File: src/rtl/alu_wide_sequencer.sv
`default_nettype none
// ============================================================================
// Module  : alu_wide_sequencer
// Brief   : Runs 32-bit two-operand ops as two 16-bit ALU micro-ops
//           (low word, then high word with carry/borrow chaining).
// Revision: 1.0 - initial release
// ============================================================================
module alu_wide_sequencer #(
    parameter int WORD_W = 16
) (
    input  logic                  clk_pi,
    input  logic                  reset_pi,
    input  logic                  start_pi,
    input  logic [2:0]            func_pi,
    input  logic [2*WORD_W-1:0]   a_pi,
    input  logic [2*WORD_W-1:0]   b_pi,
    input  logic [WORD_W-1:0]     alu_result_pi,
    input  logic                  alu_carry_pi,
    input  logic                  alu_borrow_pi,
    output logic                  arith_2op_po,
    output logic [2:0]            alu_func_po,
    output logic [WORD_W-1:0]     reg1_data_po,
    output logic [WORD_W-1:0]     reg2_data_po,
    output logic                  carry_in_po,
    output logic                  borrow_in_po,
    output logic [2*WORD_W-1:0]   result_po,
    output logic                  carry_po,
    output logic                  borrow_po,
    output logic                  busy_po,
    output logic                  done_po
);

    typedef enum logic [1:0] {
        S_IDLE = 2'd0,
        S_LOW  = 2'd1,
        S_HIGH = 2'd2,
        S_DONE = 2'd3
    } state_t;

    state_t                r_state;
    state_t                w_next;
    logic [2*WORD_W-1:0]   r_a;
    logic [2*WORD_W-1:0]   r_b;
    logic [2:0]            r_func;
    logic [2*WORD_W-1:0]   r_result;
    logic                  r_carry;
    logic                  r_borrow;
    logic                  r_chain_c;
    logic                  r_chain_b;

    // func[2]=0 is arithmetic; func[1] selects add (0) or sub (1)
    always_ff @(posedge clk_pi or posedge reset_pi) begin
        if (reset_pi) begin
            r_state   <= S_IDLE;
            r_a       <= '0;
            r_b       <= '0;
            r_func    <= '0;
            r_result  <= '0;
            r_carry   <= 1'b0;
            r_borrow  <= 1'b0;
            r_chain_c <= 1'b0;
            r_chain_b <= 1'b0;
        end else begin
            r_state <= w_next;
            case (r_state)
                S_IDLE: begin
                    if (start_pi) begin
                        r_a    <= a_pi;
                        r_b    <= b_pi;
                        r_func <= func_pi;
                    end
                end
                S_LOW: begin
                    r_result[WORD_W-1:0] <= alu_result_pi;
                    r_chain_c            <= alu_carry_pi;
                    r_chain_b            <= alu_borrow_pi;
                end
                S_HIGH: begin
                    r_result[2*WORD_W-1:WORD_W] <= alu_result_pi;
                    if (!r_func[2]) begin
                        if (!r_func[1]) r_carry  <= alu_carry_pi;
                        else            r_borrow <= alu_borrow_pi;
                    end
                end
                default: ;
            endcase
        end
    end

    always_comb begin
        w_next       = r_state;
        arith_2op_po = 1'b0;
        alu_func_po  = 3'b000;
        reg1_data_po = '0;
        reg2_data_po = '0;
        carry_in_po  = 1'b0;
        borrow_in_po = 1'b0;
        busy_po      = 1'b1;
        done_po      = 1'b0;
        case (r_state)
            S_IDLE: begin
                busy_po = 1'b0;
                if (start_pi) w_next = S_LOW;
            end
            S_LOW: begin
                arith_2op_po = 1'b1;
                alu_func_po  = r_func;
                reg1_data_po = r_a[WORD_W-1:0];
                reg2_data_po = r_b[WORD_W-1:0];
                carry_in_po  = r_carry;
                borrow_in_po = r_borrow;
                w_next       = S_HIGH;
            end
            S_HIGH: begin
                arith_2op_po = 1'b1;
                // high word always chains: ADD->ADDC, SUB->SUBB
                alu_func_po  = r_func[2] ? r_func : {r_func[2:1], 1'b1};
                reg1_data_po = r_a[2*WORD_W-1:WORD_W];
                reg2_data_po = r_b[2*WORD_W-1:WORD_W];
                carry_in_po  = r_chain_c;
                borrow_in_po = r_chain_b;
                w_next       = S_DONE;
            end
            S_DONE: begin
                done_po = 1'b1;
                w_next  = S_IDLE;
            end
            default: w_next = S_IDLE;
        endcase
    end

    assign result_po = r_result;
    assign carry_po  = r_carry;
    assign borrow_po = r_borrow;

endmodule
`default_nettype wire
File: config.mk
export PLATFORM = sky130hd
export DESIGN_NAME = alu_wide_sequencer
export DESIGN_NICKNAME = d
export VERILOG_FILES = /design/src/rtl/alu_wide_sequencer.sv
export SDC_FILE = /design/constraint.sdc
export NUM_CORES = 1
export LEC_CHECK = 0
export CORE_MARGIN = 2
export CORE_UTILIZATION = 40
export DETAILED_ROUTE_END_ITERATION = 10
export PLACE_DENSITY = 0.72
export SLEW_MARGIN = 20
export SYNTH_ARGS = -nofsm -noshare
export SYNTH_HDL_FRONTEND = slang
export SYNTH_SLANG_ARGS = --single-unit
File: constraint.sdc
create_clock -name clk_pi -period 4.7 [get_ports clk_pi]
set_input_delay 0.94 -clock clk_pi [delete_from_list [all_inputs] [get_ports clk_pi]]
set_output_delay 0.94 -clock clk_pi [all_outputs]
set_load 0.005 [all_outputs]
; ---- Word level (Yosys, flattened, before mapping)
; Cells that the tools add are included.
; Widths: inputs -> output; s select.
[totals]
ff_bits = 105
[classes]
n_eq_ne = 4
n_mux = 11
n_bitwise = 2
n_reduce_logical = 5
[op_table]
columns = operator, n
row1 = $pmux 16 s2, 2
row2 = $pmux 2 s4, 1
row3 = $pmux 3 s2, 1
row4 = $reduce_and 3->1, 2
row5 = $eq 2x2->1 const B, 2
row6 = $pmux 1 s2, 2
row7 = $mux 1, 3
row8 = $mux 3, 1
row9 = $eq 2x1->1 const B, 1
row10 = $logic_not 2->1, 1
row11 = $mux 2, 1
row12 = $ne 2x2->1 const B, 1
row13 = $not 1->1, 2
row14 = $reduce_and 2->1, 1
row15 = $reduce_or 2->1, 1

; ---- Logic depth before layout (Yosys ltp)
; Gate-level depths: netlist of run 1.
[logic_depth]
word_depth = 3
mapped_depth = 6

; ---- Worst setup path after synthesis of run 1
; OpenSTA, ideal clock, no wires.
[synth_path]
path_kind = reg-to-output
startpoint = register r_state[1]
endpoint = output borrow_in_po
t_arrival_ns = 1.358
t_required_ns = 3.760
path_slack_ns = 2.402
stages_incl_launch_ff = 6
cell_sequence = dfrtp_1 -> inv_1 -> ha_1 -> clkbuf_1 -> clkbuf_1 -> nor2b_1
[synth_via]
elab_chain_len = 2
elab_cells_between_ends = 3
cone_classes = eq/ne: 2 / mux: 1
[synth_lines]
columns = element, line_no
row1 = from (decl), 40  ; state_t r_state;
row2 = from (signal assigned), 64  ; r_state <= w_next;
row3 = $eq 2x2->1 / $eq 2x1->1 (equally long branches), 100  ; case (r_state)
row4 = $pmux 1 s2 (*), 100
row5 = to (decl), 25  ; output logic borrow_in_po,
; Mark *: on every way between the ends. The rest lies on a longest branch, timed or not.

; ---- Worst setup path after layout of run 1
[layout_path]
startpoint = register r_state[0]
endpoint = output reg1_data_po[15]
[layout_via]
elab_chain_len = 2
elab_cells_between_ends = 3
cone_classes = eq/ne: 2 / mux: 1
[layout_lines]
columns = element, line_no
row1 = $eq 2x2->1 / $eq 2x1->1 (equally long branches), 100
row2 = $pmux 16 s2 (*), 100
row3 = to (decl), 22  ; output logic [WORD_W-1:0] reg1_data_po,
; Marked as above.

==> results of run 1 <==
## report_power, final
| group | switching, mW | internal [mW] |
|---|---|---|
| registers | 0.249 | 1.37 |
| clock network | 0.320 | 0.477 |
| logic | 0.832 | 1.47 |
| total | 1.40 | 3.32 |
## area by class of cell
cell class              instances  area (sq um)
clock buffers                  10           239
clock inverters                 5          80.1
fillers                       946          4700
inverters                       6          25.0
multi-input cells             190          1900
flip-flops and latches        105          2630
well taps                     143           179
repair buffers                168          1660
## worst max-delay path: stages (launching register included)
cell             delay (ps)
dfrtp_1                 410
inv_1                   160
ha_1                    780
buf_4                   340
a22oi_1                 110
nor2b_1                 130
clkdlybuf4s50_1         510
## registers in the layout, summed over array words and instances (netlist names)
name       flops
r_a           32
r_b           32
result_po     32
r_func         3
r_state        2
borrow_po      1
carry_po       1
r_chain_b      1
r_chain_c      1
## how the worst max path moves through the flow
stage	end	slack [ps]	cells past startpoint
6_report	reg1_data_po[15]	970	6
5_1_grt	reg1_data_po[9]	800	6
4_1_cts	alu_func_po[1]	790	5
3_5_place_dp	alu_func_po[1]	1190	5
3_3_place_gp	alu_func_po[1]	1270	5
2_1_floorplan	borrow_po$_DFFE_PP0P_	1000	1
## per-stage QoR
| stage | utilization, % | cells |
|---|---|---|
| after floorplan | - | 324 |
| after global placement | 56.0 | 612 |
| after detailed placement | 56.0 | 612 |
| after CTS | 58.8 | 627 |
| after global routing | 58.8 | 627 |
| final | 58.8 | 627 |
## routing by layer
metal	part of all wire, %	global-route usage, %	routed length [um]
met1	44	23.2	4780
met2	49	29.6	5310
met4	0.95	3.90	103
met3	6.4	5.29	697
met5	0	0	0
## layout by cell type (no fill, tap or decap), types with 2 or more instances in the layout
| master | n |
|---|---|
| a22oi_1 | 34 |
| buf_4 | 7 |
| bufinv_16 | 2 |
| clkbuf_16 | 9 |
| clkdlybuf4s50_1 | 161 |
| clkinvlp_4 | 2 |
| dfrtp_1 | 105 |
| ha_1 | 4 |
| ha_2 | 2 |
| inv_1 | 5 |
| mux2_2 | 74 |
| mux2_4 | 30 |
| nor2_1 | 2 |
| nor2b_1 | 35 |
| o21ai_0 | 2 |
## cells by family after synthesis
kind of cell               count (synthesis)  synth area share, %
adders and majority gates                  6                 1.61
DFF                                      105                 56.3
and+or+nand+nor                           42                 5.36
muxes                                    104                 27.5
buffers and inverters                     29                 3.35
AOI/OAI and AO/OA                         38                 5.95
==> impl_metrics.tcl, run 1 <==
set metrics [dict create \
    status "finished, final reports clean" \
    layout-drive-gt1-share_pct 26.9 \
    dp_slack_ps 1190 \
    synth_edf_count 0 \
    min_from "result_po[23]$_DFFE_PP0N_" \
    synth_top_area_cell "dfrtp_1" \
    holdWs_ps 505 \
    whs_endpoint "result_po[23]$_DFFE_PP0N_" \
    synth_top_cells_by_count "105 x dfrtp_1, 74 x mux2_2, 35 x nor2b_1" \
    ys_async_sr_fraction_pct 100 \
    setup-tns-final_ps 0 \
    num_vias 3135 \
    dominantRegCellSynth "dfrtp_1" \
    hold_path_class "flip-flop to flip-flop" \
    rows 39 \
    dpl.hpwl_um 7510 \
    max_freq_mhz 268 \
    arrival_ps 2790 \
    worst_setup_path_end_kind "primary output" \
    rrSetupSlack_ps 2590 \
    ys_types 18 \
    dr.pass1.iters 4 \
    yosysMostFrequentCell "dfrtp_1" \
    place_congestion 0.775 \
    clk_path_buf_depth 2 \
    netlist_area_sq_um 4670 \
    final_cell_area_sq_um 6710 \
    start_util_pct 40.9 \
    finClkSkew_ps 9.38 \
    yosys-top-cells-area "dfrtp_1 56%, mux2_2 18%, mux2_4 9.6%" \
    ys_ff_latch 105 \
    cts-root-buf "clkbuf_16" \
    powerDensity_nw_per_um2 703 \
    fin_crit_sh_pct 79.4 \
    core_area_sq_um 11400 \
    die_h_um 112 \
    finalHoldViolCount 0 \
    grt_max_degree 68 \
    postSynthCellCount 324 \
    io_pins 162 \
    drv_cap 0 \
    viasPerCell 5.00 \
    io_buffer_count 161 \
    cts.clk_slew.worst_paths_ps 70 \
    ff2ff_path_depth 4 \
    clk_latency_ps 340 \
    cts_tree "done" \
    rsz0062_at_grt "no" \
    crit_start "r_state[0]$_DFFE_PP0P_" \
    grt_pass1_vias 3342 \
    wl_per_cell_um 17.4 \
    antenna_cells 0 \
    cts_hold_buf 0 \
    htreeDepth 3 \
    gr-total-overflow 0 \
    die_w_um 112 \
    die_area_sq_um 12600 \
    avgSynthCellArea_sq_um 14.4 \
    drv_slew 0 \
    tightestPinTransition_ps 1080 \
    crit_required_ps 3760 \
    wl_um 10900 \
    dpl-instance-area_sq_um 6390 \
    setup_viol 0 \
    path_class "flip-flop to primary output" \
    r2r_end "carry_po$_DFFE_PP0P_" \
    r2r-start "r_state[0]$_DFFE_PP0P_" \
    maxSlewHeadroom_pct 28.2 \
    yosysSeqAreaShare_pct 56.3 \
    post_cts_buffers 0 \
    min_path_cells 1 \
    synth_top_area_share_pct 56.3 \
    leakage_nw 2.83 \
    fin_ws_ps 969 \
    cp-start-kind "flip-flop" \
    grt_util_all_layers_pct 17.8 \
    ctsResizeCount 0 \
    layout_min_cycle_time_ps 3730 \
    drc_errors 0 \
    power.total_mw 4.72 \
    syn_nets 418 \
    area_growth_pct 43.7 \
    ir_worst_vdd_v 0.000493 \
    yosysWarnings 0 \
    antenna_found_initial 0 \
    cp_max_fo 21 \
    detail-route-antenna-nets 0 \
    cts.sink_count 105 \
    fin_nets 574 \
    drtIter0Drc 111 \
    cts_inserted_buffers 9 \
    grt_first_pass_wirelength_um 17700 \
]
No activity file was read; power rests on OpenSTA's default activity.
==> run 2, diff against run 1 <==
==> constraint.sdc (replaced) <==
create_clock -name clk_pi -period 3.5 [get_ports clk_pi]
set_input_delay 0.7 -clock clk_pi [delete_from_list [all_inputs] [get_ports clk_pi]]
set_output_delay 0.7 -clock clk_pi [all_outputs]
set_load 0.005 [all_outputs]
==> run 2 against run 1 <==
Effect of this change:
- count of clock-buffer cells in the layout down 1
- largest power group unchanged
- sequential share of layout area barely moved
- routed wire length fell by 0.70%
- highest routed layer unchanged
- critical path type unchanged
==> impl_metrics.tcl, run 2 (synthesis results as in run 1) <==
set metrics [dict create \
    viasPerCell 5.02 \
    grt_max_degree 62 \
    clk_path_buf_depth 2 \
    cts.sink_count 105 \
    critPathTopFamily "buffers and inverters" \
    wl_um 10800 \
    ff2ff_path_depth 5 \
    crit_slowest_cell "clkdlybuf4s50_1" \
    rows 39 \
    fin_crit_sh_pct 87.3 \
    cp-start-kind "flip-flop" \
    arrival_ps 2350 \
    setup_viol 0 \
    cts_hold_buf 0 \
    io_pins 162 \
    max_freq_mhz 327 \
    antenna_found_initial 0 \
    status "finished, final reports clean" \
    cp_max_fo 29 \
    core_area_sq_um 11400 \
    die_h_um 112 \
    ctsResizeCount 0 \
    fin_nets 574 \
    detail-route-antenna-nets 0 \
    rsz0062_at_grt "no" \
    nFillCells 954 \
    maxSlewHeadroom_pct 61.8 \
    path_buf_inv 3 \
    start_util_pct 40.9 \
    min_path_cells 1 \
    path_class "flip-flop to primary output" \
    crit_chain "inv_1 > ha_2 > buf_12 > nand2_1 > a21boi_0 > clkdlybuf4s50_1" \
    die_w_um 112 \
    cts_inserted_buffers 9 \
    clk_latency_ps 330 \
    ir_worst_vdd_v 0.000410 \
    gr-total-overflow 0 \
    htreeDepth 3 \
    finClkSkew_ps 6.17 \
    dr.pass1.iters 4 \
    drc_errors 0 \
    io_buffer_count 161 \
    powerDensity_nw_per_um2 929 \
    area_growth_pct 43.8 \
    cts.clk_slew.worst_paths_ps 70 \
    path_depth 6 \
    dpl-instance-area_sq_um 6440 \
    cts_tree "done" \
    final_cell_area_sq_um 6720 \
    grt_first_pass_wirelength_um 17600 \
    slowest_delay_ps 540 \
    final_common_cell "clkdlybuf4s50_1" \
    crit_required_ps 2800 \
    drv_cap 0 \
    finalHoldViolCount 0 \
    final_cell_mix "161 x clkdlybuf4s50_1, 105 x dfrtp_1, 74 x mux2_2, 35 x nor2b_1, 34 x a22oi_1" \
    dpl.hpwl_um 7510 \
    drtIter0Drc 144 \
    wl_per_cell_um 17.3 \
    place_congestion 0.771 \
    drv_slew 0 \
    worst_setup_path_end_kind "primary output" \
    setup-tns-final_ps 0 \
    cts-root-buf "clkbuf_16" \
    tightestPinTransition_ps 573 \
    leakage_nw 2.83 \
    grt_util_all_layers_pct 17.5 \
    grt_pass1_vias 3361 \
    layout-drive-gt1-share_pct 26.3 \
    layout_min_cycle_time_ps 3050 \
    die_area_sq_um 12600 \
    num_vias 3135 \
    post_cts_buffers 0 \
    hold_path_class "flip-flop to flip-flop" \
    antenna_cells 0 \
]
-- run 2: final cells by class --
type / count / area [sq um] / area share (%)
flip-flops and latches: 105 / 2630 / 39.1
multi-input cells: 190 / 1900 / 28.2
repair buffers: 168 / 1710 / 25.5
clock buffers: 9 / 225 / 3.35
well taps: 143 / 179 / 2.66
clock inverters: 4 / 47.5 / 0.708
inverters: 6 / 25.0 / 0.373
-- run 2: routing by layer --
metal  part of all wire [%]  GRT usage [%]  vias to the layer above
met5                      0              0                        -
met4                   0.67           3.66                        0
met3                    5.9           5.08                        7
met2                     48           28.8                      103
met1                     45           23.5                     1574
li1                       -              -                     1451
-- run 2: worst reg2reg max path, delay by kind of cell (launching register included) --
kind	cells	cell delay (ps)
flops	1	390
mux	1	400
fa+ha+maj	1	270
simple gates	1	370
buf+inv	2	450
-- run 2: power by group --
| group | leakage, nW | total, mW | switching [mW] | internal (mW) |
|---|---|---|---|---|
| registers | 1.24 | 2.19 | 0.344 | 1.85 |
| clock network | 0.133 | 0.960 | 0.420 | 0.540 |
| logic | 1.46 | 3.09 | 1.10 | 1.99 |
-- run 2: metrics by stage --
stage / worst slack, ps / hold slack [ps] / util (%) / total power [mW] / std cells
6_report: 446 / 505 / 58.8 / 6.24 / 625
3_3_place_gp: 805 / 489 / 56.4 / 5.25 / 612
5_1_grt: 280 / 520 / 58.8 / 6.65 / 625
2_1_floorplan: 39.5 / 479 / - / 3.90 / 324
3_5_place_dp: 777 / 493 / 56.4 / 5.33 / 612
4_1_cts: 397 / 509 / 58.8 / 6.32 / 625
-- run 2: path summary, 6_finish.rpt --
| kind | endpoint | slack (ps) | from |
|---|---|---|---|
| worst min register to register | result_po[17]$_DFFE_PP0N_ | 510 | result_po[17]$_DFFE_PP0N_ |
| worst min-delay path | result_po[17]$_DFFE_PP0N_ | 510 | result_po[17]$_DFFE_PP0N_ |
| max in group asynchronous | result_po[27]$_DFFE_PP0N_ | 1980 | reset_pi |
| worst max register to register | r_a[15]$_DFFE_PP0P_ | 1510 | r_state[0]$_DFFE_PP0P_ |
| min in group asynchronous | r_b[19]$_DFFE_PP0P_ | 780 | reset_pi |
| worst max-delay path | alu_func_po[0] | 450 | r_state[1]$_DFFE_PP0P_ |
==> run 3, diff against run 2 <==
--- a/config.mk
+++ b/config.mk
@@ -8,6 +8,7 @@
 export CORE_MARGIN = 2
 export CORE_UTILIZATION = 40
 export DETAILED_ROUTE_END_ITERATION = 10
+export MAX_ROUTING_LAYER = met4
 export PLACE_DENSITY = 0.72
 export SLEW_MARGIN = 20
 export SYNTH_ARGS = -nofsm -noshare
==> run 3 against run 2 <==
Effect of this change:
- register-to-register slack about the same
- non-clock buffer count did not move
- clock skew about the same
- critical path depth is the same
- routed wire length rose by 0.58%
- combinational power barely moved
- power barely moved
- first-iteration DRC count grew 8.3%
- setup slack worse by 15 ps
- clock power about the same
- maximum frequency decreased by 0.49%
- via count is 0.61% higher
==> impl_metrics.tcl, run 3 (synthesis results as in run 1) <==
set metrics [dict create \
    place_congestion 0.781 \
    dpl.hpwl_um 7510 \
    cts.sink_count 105 \
    io_pins 162 \
    grt_first_pass_wirelength_um 17600 \
    grt_pass1_vias 3380 \
    finalHoldViolCount 0 \
    power.total_mw 6.24 \
    drc_errors 0 \
    antenna_cells 0 \
    final_cell_mix "161 x clkdlybuf4s50_1, 105 x dfrtp_1, 74 x mux2_2, 35 x nor2b_1, 34 x a22oi_1" \
    final_common_cell "clkdlybuf4s50_1" \
    cp-start-kind "flip-flop" \
    powerDensity_nw_per_um2 930 \
    clk_latency_ps 330 \
    min_from "result_po[4]$_DFFE_PP0N_" \
    fin_ws_ps 431 \
    num_vias 3154 \
    cts.clk_slew.worst_paths_ps 70 \
    wl_per_cell_um 17.4 \
    cts_inserted_buffers 9 \
    cp_max_fo 29 \
    status "finished, final reports clean" \
    arrival_ps 2370 \
    io_buffer_count 161 \
    htreeDepth 3 \
    setup-tns-final_ps 0 \
    layout_min_cycle_time_ps 3070 \
    hold_path_class "flip-flop to flip-flop" \
    drtIter0Drc 156 \
    leakage_nw 2.83 \
    cts_hold_buf 0 \
    gr-total-overflow 0 \
    die_w_um 112 \
    antenna_found_initial 0 \
    cts-root-buf "clkbuf_16" \
    ff2ff_path_depth 5 \
    dr.pass1.iters 4 \
    layout-drive-gt1-share_pct 26.3 \
    rrSetupSlack_ps 1510 \
    ir_worst_vdd_v 0.000410 \
    fin_nets 574 \
    whs_endpoint "result_po[4]$_DFFE_PP0N_" \
    grt_max_degree 62 \
    fin_crit_sh_pct 87.7 \
    dp_slack_ps 777 \
    post_cts_buffers 0 \
    drv_cap 0 \
    setup_viol 0 \
    wl_um 10900 \
    worst_setup_path_end_kind "primary output" \
    ctsResizeCount 0 \
    holdWs_ps 505 \
    die_area_sq_um 12600 \
    crit_required_ps 2800 \
    core_area_sq_um 11400 \
    start_util_pct 40.9 \
    area_growth_pct 43.8 \
    path_class "flip-flop to primary output" \
    grt_util_all_layers_pct 18.0 \
    r2r_end "r_b[30]$_DFFE_PP0P_" \
    nFillCells 954 \
    r2r-start "r_state[0]$_DFFE_PP0P_" \
    maxSlewHeadroom_pct 61.8 \
    finClkSkew_ps 5.75 \
    min_path_cells 1 \
    tightestPinTransition_ps 573 \
    max_freq_mhz 326 \
    cts_tree "done" \
    drv_slew 0 \
    rows 39 \
    die_h_um 112 \
    rsz0062_at_grt "no" \
    detail-route-antenna-nets 0 \
    viasPerCell 5.05 \
    clk_path_buf_depth 2 \
]
==> run 3: worst max-delay path by stage <==
stage,depth (start not counted),start,endpoint
after floorplan,1,reset_pi,borrow_po$_DFFE_PP0P_
after global placement,6,r_state[1]$_DFFE_PP0P_,alu_func_po[0]
after detailed placement,6,r_state[1]$_DFFE_PP0P_,alu_func_po[0]
after CTS,6,r_state[1]$_DFFE_PP0P_,alu_func_po[0]
after global routing,6,r_state[1]$_DFFE_PP0P_,alu_func_po[2]
final,6,r_state[1]$_DFFE_PP0P_,alu_func_po[0]
==> run 3: layout make-up <==
| class | count | area (sq um) | area share, % |
|---|---|---|---|
| clock buffer | 9 | 225 | 3.35 |
| sequential | 105 | 2630 | 39.1 |
| clock inverter | 4 | 47.5 | 0.708 |
| inverter | 6 | 25.0 | 0.373 |
| timing repair buffer | 168 | 1710 | 25.5 |
| tap | 143 | 179 | 2.66 |
| multi-input combinational | 190 | 1900 | 28.2 |
==> run 3: worst max-delay path: stages (launching register included) <==
cell,delay [ps]
dfrtp_1,420
inv_1,120
ha_2,390
buf_12,240
nand2_1,70
a21boi_0,230
clkdlybuf4s50_1,540
==> run 3: metrics by stage <==
| stage | instances | instance area, sq um | util [%] |
|---|---|---|---|
| after floorplan | 324 | 4670 | - |
| after global placement | 612 | 6440 | 56.4 |
| after detailed placement | 612 | 6440 | 56.4 |
| after CTS | 625 | 6720 | 58.8 |
| after global routing | 625 | 6720 | 58.8 |
| final | 625 | 6720 | 58.8 |
==> run 3: per-layer routing <==
metal  up-vias  track usage (%)  wire (um)
met1      1582             24.1       5000
met5         -                -          0
li1       1449                -          -
met3         6             3.78        580
met4         0             3.90         42
met2       117             28.8       5260
==> run 3: where the power goes <==
group,total (mW),internal (mW),switching (mW),leakage [nW]
clock,0.960,0.540,0.420,0.133
sequential,2.19,1.85,0.346,1.24
combinational,3.09,1.99,1.10,1.46
==> variant: new RTL, settings of run 2 <==
Make the reset (`reset_pi`) synchronous in one clocked block.
--- a/src/rtl/alu_wide_sequencer.sv
+++ b/src/rtl/alu_wide_sequencer.sv
@@ -49,7 +49,7 @@
     logic                  r_chain_b;
 
     // func[2]=0 is arithmetic; func[1] selects add (0) or sub (1)
-    always_ff @(posedge clk_pi or posedge reset_pi) begin
+    always_ff @(posedge clk_pi) begin
         if (reset_pi) begin
             r_state   <= S_IDLE;
             r_a       <= '0;
Behaviour: differs if reset_pi is asserted again (counterexample within 4 cycles, from zero or initial values and one cycle with reset_pi high); with reset_pi held inactive, the same outputs for 10 cycles.
==> variant against run 2 <==
Power down 37%. Maximum frequency fell by 3.0%. Synthesized area is 5.6% lower. Setup slack worse by 0.093 ns. Cell area is 6.9% lower. Clock skew is 0.0018 ns higher. Sequential cell count unchanged. Routed wire length up 8.4%.
==> variant: results (changes against run 2) <==
| Metric | Value |
|---|---|
| Status | finished, final reports clean |
| Top delay family on crit path | buffers and inverters |
| CP Max Fanout | 25 (-14%) |
| Synth unique cells | 22 (+4) |
| Worst R2R Path Depth | 6 (+1) |
| Clock-pin slew on the worst setup and hold paths | 0.10 ns (+0.03 ns) |
| ANT cells | 0 (unchanged) |
| Sequential fraction of the synthesis area | 47.7% (-8.6 points) |
| Clk_skew | 0.00798 ns (+0.00181 ns) |
| Reg2reg setup slack | 1.53 ns (+0.02 ns) |
| Crit path max-delay cell type | ha_1 |
| CTS resizes | 0 (unchanged) |
| I/O Buffers | 161 (unchanged) |
| R2r endpoint | carry_po |
| Setup crit end | reg2_data_po[0] |
| GRT Residual Overflow | 0 (unchanged) |
| Hold-fix buffers at CTS | 0 (unchanged) |
| Maximum VDD drop | 0.000469 V (+14%) |
| YS warnings | 0 (unchanged) |
| Root buffer cell | clkbuf_8 |
| Clock Latency Late Sink | 0.36 ns (+0.03 ns) |
| Post-DR wirelength/cell | 14.7 µm (-15%) |
| Most used DFF post-synth | dfxtp_1 |
| First-pass GRT wire length | 18,700 µm (+6.3%) |
| DR iter-0 viols | 203 (+41%) |
| Inserted Clock Buffers | 9 (unchanged) |
| Pin count of the biggest net entering global routing | 106 (+71%) |
| GP Congestion | 0.768 (-0.32%) |
| # nets final | 749 (+30%) |
| Max stage delay on crit path | 0.58 ns (+0.04 ns) |
| Most common cell in the synthesized netlist | nand2_1 |
| CP arrival | 2.45 ns (+0.10 ns) |
| CP Launch Point | r_state[0] |
| Hpwl dp | 8150 µm (+8.5%) |
| Syn Nets | 610 (+46%) |
| Ratio of cells with drive above 1 in the final layout | 7.12% (-19 points) |
| Overall Global Routing Usage | 20.0% (+2.4 points) |
| Leak Pwr | 0.00218 µW (-23%) |
| Vias in the first global route | 3,882 (+16%) |
| Setup Fix Bufs, Post-CTS | 0 (unchanged) |
| Vias | 3,980 (+27%) |
| Rel. slew slack | 41.5% (-20 points) |
| Internal power | 2560 µW (-41%) |
| Share of synthesized registers carrying an async set or reset | 0% (-100 points) |
| Top cells by area, synth | dfxtp_1 48%, nand2_1 12%, mux2i_1 8.4%, a22oi_1 5.8%, a21oi_1 5.6% |
| Filler cells | 975 (+2.2%) |
| Synth cell count leaders | 136 x nand2_1, 105 x dfxtp_1, 49 x a21oi_1 |
-- variant: changes by cell type after synthesis, moves of 5 or more --
cell	before	now
dfxtp_1	0	105
a21oi_2	0	18
mux2_4	30	0
buf_4	0	7
dfrtp_1	105	0
nand2_1	2	136
a21oi_1	1	49
mux2_2	74	0
mux2i_1	0	37
buf_2	14	19
nor2_1	2	41
clkbuf_1	5	13
-- variant: worst reg2reg max path: stages (launching register included) --
cell     delay (ns)
dfxtp_1        0.35
inv_1          0.14
ha_1           0.58
buf_12         0.26
nor3b_1        0.24
mux2i_1        0.21
nor2_1         0.05
-- variant: cell families (layout without fill, tap and decap cells) --
kind of cell	count (synthesis)	in the layout	synth area share (%)
flops	105	105	47.7
compound gates	105	105	15.5
mux	37	37	8.40
buf+inv	48	192	6.16
simple gates	215	215	20.6
fa+ha+maj	6	6	1.70
-- variant: worst min path at each step --
stage / start / endpoint / slack (ns) / depth (start not counted)
2_1_floorplan: r_func[0] / r_func[0] / 0.43 / 2
3_3_place_gp: r_a[18] / r_a[18] / 0.45 / 2
3_5_place_dp: r_a[26] / r_a[26] / 0.45 / 2
4_1_cts: r_a[26] / r_a[26] / 0.46 / 2
5_1_grt: r_a[13] / r_a[13] / 0.48 / 2
6_report: r_a[8] / r_a[8] / 0.46 / 2
-- variant: routing by layer --
metal | global-route usage, % | up-vias | share of wire, %
met5 | 0 | - | 0
met4 | 6.32 | 0 | 1.9
met3 | 8.43 | 18 | 9.8
met2 | 32.3 | 128 | 45
met1 | 24.1 | 1858 | 43
li1 | - | 1976 | -
-- variant: final cells by class --
class / instances / share of cell area (%)
well taps: 140 / 2.80
clock buffers: 11 / 2.26
multi-input cells: 363 / 32.6
inverters: 5 / 0.300
repair buffers: 171 / 27.4
clock inverters: 5 / 1.00
flip-flops and latches: 105 / 33.6
-- variant: power groups by stage --
stage / sequential [µW] / clock, µW / combinational (µW)
6_report: 1540 / 762 / 1620
5_1_grt: 1570 / 828 / 1780
4_1_cts: 1540 / 788 / 1640
3_5_place_dp: 1570 / 0 / 1630
3_3_place_gp: 1560 / 0 / 1590
2_1_floorplan: 1550 / 0 / 1040
-- variant: stage by stage --
stage / instances / instance area [µm²] / setup slack (ns) / hold WS (ns)
after CTS: 800 / 6250 / 0.341 / 0.462
final: 800 / 6250 / 0.353 / 0.462
after floorplan: 516 / 4410 / 1.45 / 0.433
after global placement: 784 / 6050 / 0.845 / 0.445
after detailed placement: 784 / 6050 / 0.763 / 0.448
after global routing: 800 / 6250 / 0.201 / 0.479
